<file path="config.mk">
export PLATFORM = sky130hd
export DESIGN_NAME = time_adjust_sequencer
export DESIGN_NICKNAME = d
export VERILOG_FILES = /design/src/rtl/clock_pkg.sv /design/src/rtl/btn_sync.sv /design/src/rtl/time_adjust_sequencer.sv
export SDC_FILE = /design/constraint.sdc
export NUM_CORES = 1
export LEC_CHECK = 0
export ABC_AREA = 1
export BUFFER_PORTS_ARGS = -buffer_cell sky130_fd_sc_hd__buf_4
export CAP_MARGIN = 25
export CORE_MARGIN = 8
export CORE_UTILIZATION = 56
export DETAILED_ROUTE_END_ITERATION = 10
export GPL_TIMING_DRIVEN = 0
export PLACE_DENSITY = 0.77
export SETUP_SLACK_MARGIN = 0.1
export SYNTH_ARGS = -nofsm -noshare
export SYNTH_HDL_FRONTEND = slang
export SYNTH_SLANG_ARGS = --single-unit
</file>
<file path="constraint.sdc">
create_clock -name clk -period 1.7 [get_ports clk]
set_input_delay 0.17 -clock clk [delete_from_list [all_inputs] [get_ports clk]]
set_output_delay 0.17 -clock clk [all_outputs]
set_load 0.02 [all_outputs]
</file>
<file path="src/rtl/clock_pkg.sv">
`default_nettype none
// ============================================================================
//  Module      : clock_pkg
//  Description : Shared constants for the digital clock set-mode logic:
//                one-hot time-adjust FSM encodings and default hold/repeat
//                timing in tick_ms periods.
//  Revision    : 1.0 - initial release
// ============================================================================
package clock_pkg;

    // One-hot encodings of the time-adjust sequencer states
    localparam logic [3:0] c_st_idle    = 4'b0001;
    localparam logic [3:0] c_st_hold    = 4'b0010;
    localparam logic [3:0] c_st_repeat  = 4'b0100;
    localparam logic [3:0] c_st_lockout = 4'b1000;

    // Default press-and-hold timing, in tick_ms periods
    localparam int c_hold_ms_dflt   = 500;
    localparam int c_repeat_ms_dflt = 150;
    localparam int c_cnt_w_dflt     = 10;

endpackage : clock_pkg
`default_nettype wire

</file>
<file path="src/rtl/btn_sync.sv">
`default_nettype none
// ============================================================================
//  Module      : btn_sync
//  Description : Two-flop synchronizer for an active-low button. Resets to
//                the released level (1) so a reset never looks like a press.
//  Revision    : 1.0 - initial release
// ============================================================================
module btn_sync (
    input  logic clk,
    input  logic rst,     // asynchronous, active-low
    input  logic d,
    output logic q
);

    logic r_meta;
    logic r_sync;

    // Two-stage resynchronisation into the clk domain
    always_ff @(posedge clk or negedge rst) begin
        if (!rst) begin
            r_meta <= 1'b1;
            r_sync <= 1'b1;
        end else begin
            r_meta <= d;
            r_sync <= r_meta;
        end
    end

    assign q = r_sync;

endmodule : btn_sync
`default_nettype wire

</file>
<file path="src/rtl/time_adjust_sequencer.sv">
`default_nettype none
// ============================================================================
//  Module      : time_adjust_sequencer
//  Description : Set-mode increment sequencer. Turns a held active-low button
//                into hour/minute increment pulses with press-and-hold
//                auto-repeat, freezes the seconds tick during set mode and
//                clears seconds when set mode ends.
//  Revision    : 1.0 - initial release
// ============================================================================
module time_adjust_sequencer
    import clock_pkg::*;
#(
    parameter int HOLD_MS   = c_hold_ms_dflt,
    parameter int REPEAT_MS = c_repeat_ms_dflt,
    parameter int CNT_W     = c_cnt_w_dflt
) (
    input  logic clk,
    input  logic rst,        // asynchronous, active-low
    input  logic tick_ms,
    input  logic sec_tick,
    input  logic setting,
    input  logic setting_h,
    input  logic setting_m,
    input  logic btn_inc,
    output logic inc_hr,
    output logic inc_min,
    output logic sec_en,
    output logic sec_clr,
    output logic repeating
);

    logic [3:0]       r_state;
    logic [CNT_W-1:0] r_cnt;
    logic             r_tgt_hr;     // field captured at press: 1 = hours
    logic             r_inc_hr;
    logic             r_inc_min;
    logic             r_setting_d;
    logic             r_sec_en;
    logic             r_sec_clr;

    logic             w_btn_sync;
    logic             w_pressed;
    logic             w_valid;
    logic             w_changed;
    logic             w_term;
    logic             w_sec_fall;

    btn_sync u_btn_sync (
        .clk (clk),
        .rst (rst),
        .d   (btn_inc),
        .q   (w_btn_sync)
    );

    assign w_pressed = ~w_btn_sync;

    // Exactly one field selected while in set mode
    assign w_valid   = setting & (setting_h ^ setting_m);

    // Any departure from the field captured at press time
    assign w_changed = ~w_valid | (setting_h != r_tgt_hr);

    // Terminal count for the current timing phase
    assign w_term    = (r_state == c_st_hold) ? (r_cnt == CNT_W'(HOLD_MS - 1))
                                              : (r_cnt == CNT_W'(REPEAT_MS - 1));

    // Press/hold/repeat FSM with its tick counter and increment pulses
    always_ff @(posedge clk or negedge rst) begin
        if (!rst) begin
            r_state   <= c_st_idle;
            r_cnt     <= '0;
            r_tgt_hr  <= 1'b0;
            r_inc_hr  <= 1'b0;
            r_inc_min <= 1'b0;
        end else begin
            r_inc_hr  <= 1'b0;
            r_inc_min <= 1'b0;
            case (r_state)
                c_st_idle: begin
                    if (w_pressed && w_valid) begin
                        r_state   <= c_st_hold;
                        r_cnt     <= '0;
                        r_tgt_hr  <= setting_h;
                        r_inc_hr  <= setting_h;
                        r_inc_min <= setting_m;
                    end
                end
                c_st_hold, c_st_repeat: begin
                    // Release beats any coincident tick or terminal count
                    if (!w_pressed) begin
                        r_state <= c_st_idle;
                        r_cnt   <= '0;
                    end else if (w_changed) begin
                        r_state <= c_st_lockout;
                        r_cnt   <= '0;
                    end else if (tick_ms) begin
                        if (w_term) begin
                            r_state   <= c_st_repeat;
                            r_cnt     <= '0;
                            r_inc_hr  <= r_tgt_hr;
                            r_inc_min <= ~r_tgt_hr;
                        end else begin
                            r_cnt <= r_cnt + CNT_W'(1);
                        end
                    end
                end
                c_st_lockout: begin
                    // Wait for release so a held button never moves fields
                    if (!w_pressed) begin
                        r_state <= c_st_idle;
                        r_cnt   <= '0;
                    end
                end
                default: begin
                    r_state <= c_st_idle;
                    r_cnt   <= '0;
                end
            endcase
        end
    end

    assign w_sec_fall = r_setting_d & ~setting;

    // Seconds gating during set mode and clear on set-mode exit (clear wins)
    always_ff @(posedge clk or negedge rst) begin
        if (!rst) begin
            r_setting_d <= 1'b0;
            r_sec_en    <= 1'b0;
            r_sec_clr   <= 1'b0;
        end else begin
            r_setting_d <= setting;
            r_sec_clr   <= w_sec_fall;
            r_sec_en    <= sec_tick & ~setting & ~w_sec_fall;
        end
    end

    assign inc_hr    = r_inc_hr;
    assign inc_min   = r_inc_min;
    assign sec_en    = r_sec_en;
    assign sec_clr   = r_sec_clr;
    assign repeating = (r_state == c_st_repeat);

endmodule : time_adjust_sequencer
`default_nettype wire
</file>
Word-level counts from Yosys, hierarchy flattened
Cells that the tools add are included.

operators by class
  muxes and demuxes = 27
  eq/ne operators = 11
  add/sub/neg operators = 1
  bitwise gates (word level) = 11
  reduce and logical (&&, ||, !) cells = 5

operators by type and width
  kind                                                   count
  two-way mux 10 bit                                     6
  case mux 10 bit (3 select lines)                       1
  two-way mux 4 bit                                      6
  case mux 4 bit (3 select lines)                        1
  two-way mux 1 bit                                      11
  adder 10 x 1 -> 10 bit, second input constant          1
  == test 10 x 8 -> 1 bit, second input constant         1
  == test 10 x 9 -> 1 bit, second input constant         1
  inequality test 4 x 3 -> 1 bit, second input constant  2
  inverter 1 bit                                         5
  AND 1 bit                                              4
  == test 4 x 1 -> 1 bit, second input constant          1
  == test 4 x 2 -> 1 bit, second input constant          1
  == test 4 x 3 -> 1 bit, second input constant          1
  == test 4 bit, second input constant                   1
  case mux 1 bit (2 select lines)                        2
  AND reduction 4 bit                                    1
  AND reduction 3 bit                                    1
  inequality test 2 x 1 -> 1 bit, second input constant  1
  inequality test 2 bit, second input constant           1
  AND reduction 2 bit                                    1
  OR reduction 2 bit                                     1
  logical AND 1 bit                                      1
  inequality test 1 bit                                  1
  2 further kinds                                        2

word-level totals
  word-level logic and storage cells = 65
  input port bits = 8
  output and inout bits = 5
  register bits = 22

Longest topological paths before layout
  word-level depth = 7
  depth in mapped cells = 12
  mapped depth without buffers = 11

By module
Synthesis repeated with hierarchy kept, for this count alone.

unflattened totals
  cells, all modules = 150
  area, all modules = 1,214.9 um^2

modules (own cells, without submodules)
  module                 cells an instance  area each (um^2)  sequential area each (um^2)  instances
  time_adjust_sequencer  148                1,162.4           501.7                        1
  btn_sync               2                  52.6              52.6                         1

Worst setup path before layout
Ideal clock, no wire load.

  kind = reg2reg
  start = reg r_state[0]
  end = reg r_cnt[6]
  period minus slack after synthesis = 1,454 ps
  slack = 246 ps
  data arrival time = 1,336 ps
  required time = 1,582 ps
  stages on the path, launching flop included = 11
  buffers on the path = 1
  library setup time = 118 ps
  cell sequence = dfstp_2 nor2_1 nand2_1 nand2_2 nand2_2 nor2_4 nor2_4 buf_6 nand2_2 nor2_1 nor2_2

on the way
  cells in the longest elaborated chain, start to end = 7
  elaborated cells between the ends (all ways) = 15
  those cells by class = eq/ne: 7; mux: 6; reduce/logical: 2

RTL lines
  item                              RTL line                                                  source
  start: declaration                time_adjust_sequencer.sv:32                               logic [3:0] r_state;
  start signal: assignment          time_adjust_sequencer.sv:70                               r_state <= c_st_idle;
  start signal: assignment          time_adjust_sequencer.sv:81                               r_state <= c_st_hold;
  start signal: assignment          time_adjust_sequencer.sv:91                               r_state <= c_st_idle;
  == test 4 x 2 -> 1 bit            time_adjust_sequencer.sv:64, time_adjust_sequencer.sv:78
  two-way mux 1 bit                 time_adjust_sequencer.sv:64                               assign w_term = (r_state == c_st_hold) ? (r_cnt == CNT_W'(HOLD_MS - 1))
  two-way mux 10 bit                time_adjust_sequencer.sv:97                               if (w_term) begin
  two-way mux 10 bit                time_adjust_sequencer.sv:96                               end else if (tick_ms) begin
  two-way mux 10 bit                time_adjust_sequencer.sv:93                               end else if (w_changed) begin
  two-way mux 10 bit                time_adjust_sequencer.sv:90                               if (!w_pressed) begin
  case mux 10 bit (3 select lines)  time_adjust_sequencer.sv:78                               case (r_state)
  end signal: assignment            time_adjust_sequencer.sv:103                              r_cnt <= r_cnt + CNT_W'(1);
  end: declaration                  time_adjust_sequencer.sv:33                               logic [CNT_W-1:0] r_cnt;

Several ways; a longest one is shown, not always the timed one. The select of a mux whose other input is x is not followed.
A chain may end at the register's enable or synchronous reset.

Worst setup path in the final report
  start = reg r_state[0]
  end = reg r_state[0]

on the way
  cells in the longest elaborated chain, start to end = 4
  elaborated cells between the ends (all ways) = 12
  those cells by class = eq/ne: 8; mux: 2; reduce/logical: 2

RTL lines
  item                                                                     RTL line
  == test 4 x 2 -> 1 bit / == test 4 x 3 -> 1 bit (equally long branches)  time_adjust_sequencer.sv:64, time_adjust_sequencer.sv:78
  two-way mux 1 bit / OR reduction 2 bit (equally long branches)           time_adjust_sequencer.sv:64, time_adjust_sequencer.sv:78
  inequality test 4 x 3 -> 1 bit (no line)                                 --
  AND reduction 4 bit (no line)                                            --

Several ways; a longest one is shown, not always the timed one.

==> impl_metrics.prom <==
# TYPE chip_impl_metric gauge
chip_impl_metric{name="yosysSeqAreaShare",unit="%"} 46.3
chip_impl_info{name="synthTopCellsByCount",value="37 x sky130_fd_sc_hd__nand2_1, 24 x sky130_fd_sc_hd__nor2_1, 20 x sky130_fd_sc_hd__inv_1"} 1
chip_impl_metric{name="tritoncts.num_buffers",unit=""} 3
chip_impl_info{name="cp-start-kind",value="flop"} 1
chip_impl_metric{name="ir_worst_vdd",unit="mV"} 0.901
chip_impl_metric{name="antenna_violations_before_repair",unit=""} 0
chip_impl_metric{name="max_freq",unit="GHz"} 0.608
chip_impl_metric{name="clk-insertion-delay-late",unit="ns"} 0.30
chip_impl_info{name="unrepaired_setup_endpoints_after_global_routing",value="true"} 1
chip_impl_metric{name="maxCapViolCount",unit=""} 0
chip_impl_metric{name="drive_above_1_share",unit="%"} 28.4
chip_impl_metric{name="drv_slew",unit=""} 0
chip_impl_metric{name="critical_path_arrival",unit="ns"} 1.91
chip_impl_metric{name="fillers",unit=""} 152
chip_impl_metric{name="number_of_cell_rows",unit=""} 16
chip_impl_metric{name="relSlewSlack",unit="%"} 77.7
chip_impl_metric{name="initial_core_util",unit="%"} 60.4
chip_impl_metric{name="area_growth_syn_to_layout",unit="%"} 25.3
chip_impl_metric{name="via_count",unit=""} 1116
chip_impl_metric{name="post_layout_nonfiller_instances",unit=""} 210
chip_impl_metric{name="pwr_density_cell",unit="nW/µm²"} 1060
chip_impl_info{name="cts_tree",value="done"} 1
chip_impl_metric{name="routed_via_density",unit=""} 5.31
chip_impl_metric{name="dpl.hpwl",unit="µm"} 1910
chip_impl_metric{name="final.setup_skew",unit="ns"} 0.00664
chip_impl_metric{name="detailedRoute.firstPassIterationCount",unit=""} 4
chip_impl_metric{name="grt_remaining_overflow",unit=""} 0
chip_impl_metric{name="floorplan.die_area",unit="µm²"} 3870
chip_impl_metric{name="power.leakage",unit="µW"} 0.000743
chip_impl_metric{name="final-setup-viol-count",unit=""} 0
chip_impl_metric{name="postSynth.asyncResetShare",unit="%"} 100
chip_impl_metric{name="synth_instances",unit=""} 159
chip_impl_info{name="critical_path.endpoint_type",value="flop"} 1
chip_impl_metric{name="place.gp.congestion",unit=""} 0.870
chip_impl_metric{name="post-route-period-util",unit="%"} 96.8
chip_impl_info{name="synth_top_cells_by_area",value="sky130_fd_sc_hd__dfrtp_1 40%, sky130_fd_sc_hd__nand2_1 12%, sky130_fd_sc_hd__nor2_1 7.5%, sky130_fd_sc_hd__dfstp_2 6.6%, sky130_fd_sc_hd__inv_1 6.3%"} 1
chip_impl_metric{name="synth.lib_cells_used.distinct",unit=""} 21
chip_impl_metric{name="die_height",unit="µm"} 62.2
chip_impl_metric{name="initialDrtViolationCount",unit=""} 32
chip_impl_metric{name="post_synth.cell_area_avg",unit="µm²"} 7.53
chip_impl_metric{name="io_buffer_count",unit=""} 12
chip_impl_info{name="run_status",value="complete, no violations"} 1
chip_impl_info{name="min_path_type",value="in2reg"} 1
chip_impl_metric{name="totalWireLength",unit="µm"} 2880
chip_impl_info{name="most_frequent_cell_after_synthesis",value="sky130_fd_sc_hd__nand2_1"} 1
chip_impl_metric{name="cts-htree-levels",unit=""} 1
chip_impl_metric{name="place_area",unit="µm²"} 1320
chip_impl_metric{name="count_of_flip_flops_with_a_built_in_enable_after_synthesis",unit=""} 0
chip_impl_metric{name="num_antenna_cells",unit=""} 0
chip_impl_metric{name="grt_max_degree",unit=""} 23
chip_impl_metric{name="cp_max_fo",unit=""} 9
chip_impl_metric{name="avgRoutedWirePerCell",unit="µm"} 13.7
chip_impl_metric{name="post-synth-top-area-fraction",unit="%"} 39.7
chip_impl_metric{name="ant_nets",unit=""} 0
chip_impl_metric{name="clockBufferDepth",unit=""} 2
chip_impl_metric{name="cp.required",unit="ns"} 1.96
chip_impl_metric{name="clock_sinks",unit=""} 22
chip_impl_metric{name="minimum_clock_period",unit="ns"} 1.65
chip_impl_metric{name="io_pins",unit=""} 13
chip_impl_metric{name="synth_fp_nets",unit=""} 168
chip_impl_metric{name="dp_cells",unit=""} 198
chip_impl_info{name="path_class",value="reg2reg"} 1
chip_impl_metric{name="core_occupancy_in_the_finished_layout",unit="%"} 75.7
chip_impl_metric{name="synth.ff_latch_count",unit=""} 22
chip_impl_metric{name="final_design_area_no_fill",unit="µm²"} 1500
chip_impl_metric{name="final_net_count",unit=""} 193
chip_impl_metric{name="die_w",unit="µm"} 62.2
chip_impl_metric{name="groute.usage.overall",unit="%"} 14.3
chip_impl_metric{name="total_power",unit="µW"} 1590
chip_impl_metric{name="synth.yosys.warnings",unit=""} 0
chip_impl_metric{name="grt_pass1_vias",unit=""} 1116
chip_impl_info{name="dominantRegCellSynth",value="sky130_fd_sc_hd__dfrtp_1"} 1
chip_impl_metric{name="synth_area",unit="µm²"} 1200
chip_impl_metric{name="timing_worst_slew_pin_value",unit="ns"} 0.333
chip_impl_metric{name="cts.reportedPaths.clkPinSlew",unit="ns"} 0.12
chip_impl_metric{name="drc",unit=""} 0
chip_impl_info{name="synth_top_area_cell",value="sky130_fd_sc_hd__dfrtp_1"} 1
chip_impl_metric{name="timing.hold.ws",unit="ns"} 0.0743
chip_impl_metric{name="wire_length_of_the_first_global_routing_pass",unit="µm"} 4660
chip_impl_metric{name="final-hold-violation-count",unit=""} 0
chip_impl_metric{name="design.core.area",unit="µm²"} 1980
chip_impl_info{name="clock-root-buffer",value="sky130_fd_sc_hd__clkbuf_4"} 1
[layer usage]
layer / vias to the layer above / GRT usage [%] / part of all wire, %
met3: 4 / 2.87 / 3.5
met5: - / 0 / 0
met4: 0 / 5.54 / 1.7
li1: 548 / - / -
met2: 25 / 25.0 / 54
met1: 539 / 16.5 / 41
[flip-flops by register name (all words and copies together) (netlist names)]
name and cells:
r_cnt 10, sec_clr 1, u_btn_sync.r_meta 1, sec_en 1, u_btn_sync.q 1, inc_min 1, r_state 4, inc_hr 1
r_tgt_hr 1, r_setting_d 1
[layout make-up]
type,count,area [µm²],area share [%]
clock inverters,1,30.0,2.00
well taps,27,33.8,2.25
repair buffers,20,159,10.6
inverters,24,90.1,6.00
plain buffers,1,11.3,0.751
flip-flops and latches,22,554,36.9
multi-input cells,112,599,39.9
clock buffers,3,22.5,1.50
[final timing paths]
kind	startpoint	endpoint	slack, ns	depth (start not counted)
max	r_state[0]	r_state[0]	0.05	10
min	sec_tick	sec_en	0.07	3
max reg2reg	r_state[0]	r_state[0]	0.05	10
min reg2reg	u_btn_sync.r_meta	u_btn_sync.q	0.37	0
max in group asynchronous	rst	u_btn_sync.q	1.16	2
min in group asynchronous	rst	inc_min	0.27	2
[kinds of logic (layout without fill, tap and decap cells)]
family          count (synthesis)  count (layout)  share of synthesized area, %
flops                          22              22                          46.3
compound gates                 15              15                          7.31
buf+inv                        25              49                          8.46
xor+xnor                        1               1                         0.732
fa+ha+maj                       1               1                          1.04
simple gates                   95              95                          36.2
[what timing repair did]
item,in CTS,in global routing
buffers inserted,3,1
cloned,1,0
hold endpoints to repair,24,0
pin swaps,6,6
hold buffers,3,0
setup endpoints to repair,6,15
gates resized for setup,5,13
[power by group]
group / leakage, µW / internal (µW) / total (µW) / switching (µW)
Combinational: 0.000424 / 209 / 585 / 375
Clock: 0.0000279 / 238 / 395 / 157
Sequential: 0.000291 / 577 / 615 / 37.5
[cells in the final DEF, fill, tap and decap left out]
master                          instances
sky130_fd_sc_hd__nor2_2                 8
sky130_fd_sc_hd__nor2_1                19
sky130_fd_sc_hd__dfstp_2                3
sky130_fd_sc_hd__o22ai_1                1
sky130_fd_sc_hd__buf_4                 15
sky130_fd_sc_hd__nand2_4                5
sky130_fd_sc_hd__o21bai_1               2
sky130_fd_sc_hd__xor2_1                 1
sky130_fd_sc_hd__nor3_2                 2
sky130_fd_sc_hd__buf_6                  2
sky130_fd_sc_hd__nand2_2                5
sky130_fd_sc_hd__dfrtp_1               19
sky130_fd_sc_hd__bufinv_16              1
sky130_fd_sc_hd__o21ai_2                1
sky130_fd_sc_hd__dlygate4sd3_1          3
sky130_fd_sc_hd__nand3_1                9
sky130_fd_sc_hd__clkbuf_4               3
sky130_fd_sc_hd__ha_1                   1
sky130_fd_sc_hd__nand2_1               33
sky130_fd_sc_hd__nand4_1                8
sky130_fd_sc_hd__o21ai_0                4
sky130_fd_sc_hd__nor2_4                 2
sky130_fd_sc_hd__nor3_1                 4
sky130_fd_sc_hd__inv_2                  4
sky130_fd_sc_hd__a21o_1                 1
sky130_fd_sc_hd__buf_2                  1
sky130_fd_sc_hd__o21ai_1                6
sky130_fd_sc_hd__inv_1                 20
[per-stage QoR]
step	setup WS (ns)	setup TNS [ns]
finish	0.0548	0
global route	-0.0479	-0.263
CTS	0.104	0
detailed placement	0.0620	0
global placement	0.127	0
floorplan	0.246	0
[worst max-delay path: stages (launching register included)]
cell and delay (ns):
sky130_fd_sc_hd__dfstp_2 0.58, sky130_fd_sc_hd__nor2_2 0.05, sky130_fd_sc_hd__nand2_2 0.11, sky130_fd_sc_hd__nand2_1 0.07
sky130_fd_sc_hd__o21ai_1 0.19, sky130_fd_sc_hd__nand3_1 0.13, sky130_fd_sc_hd__nand2_1 0.15, sky130_fd_sc_hd__nand2_4 0.11
sky130_fd_sc_hd__inv_2 0.10, sky130_fd_sc_hd__nand2_1 0.05, sky130_fd_sc_hd__nand2_1 0.05
Power figures use the tool's default switching activity.
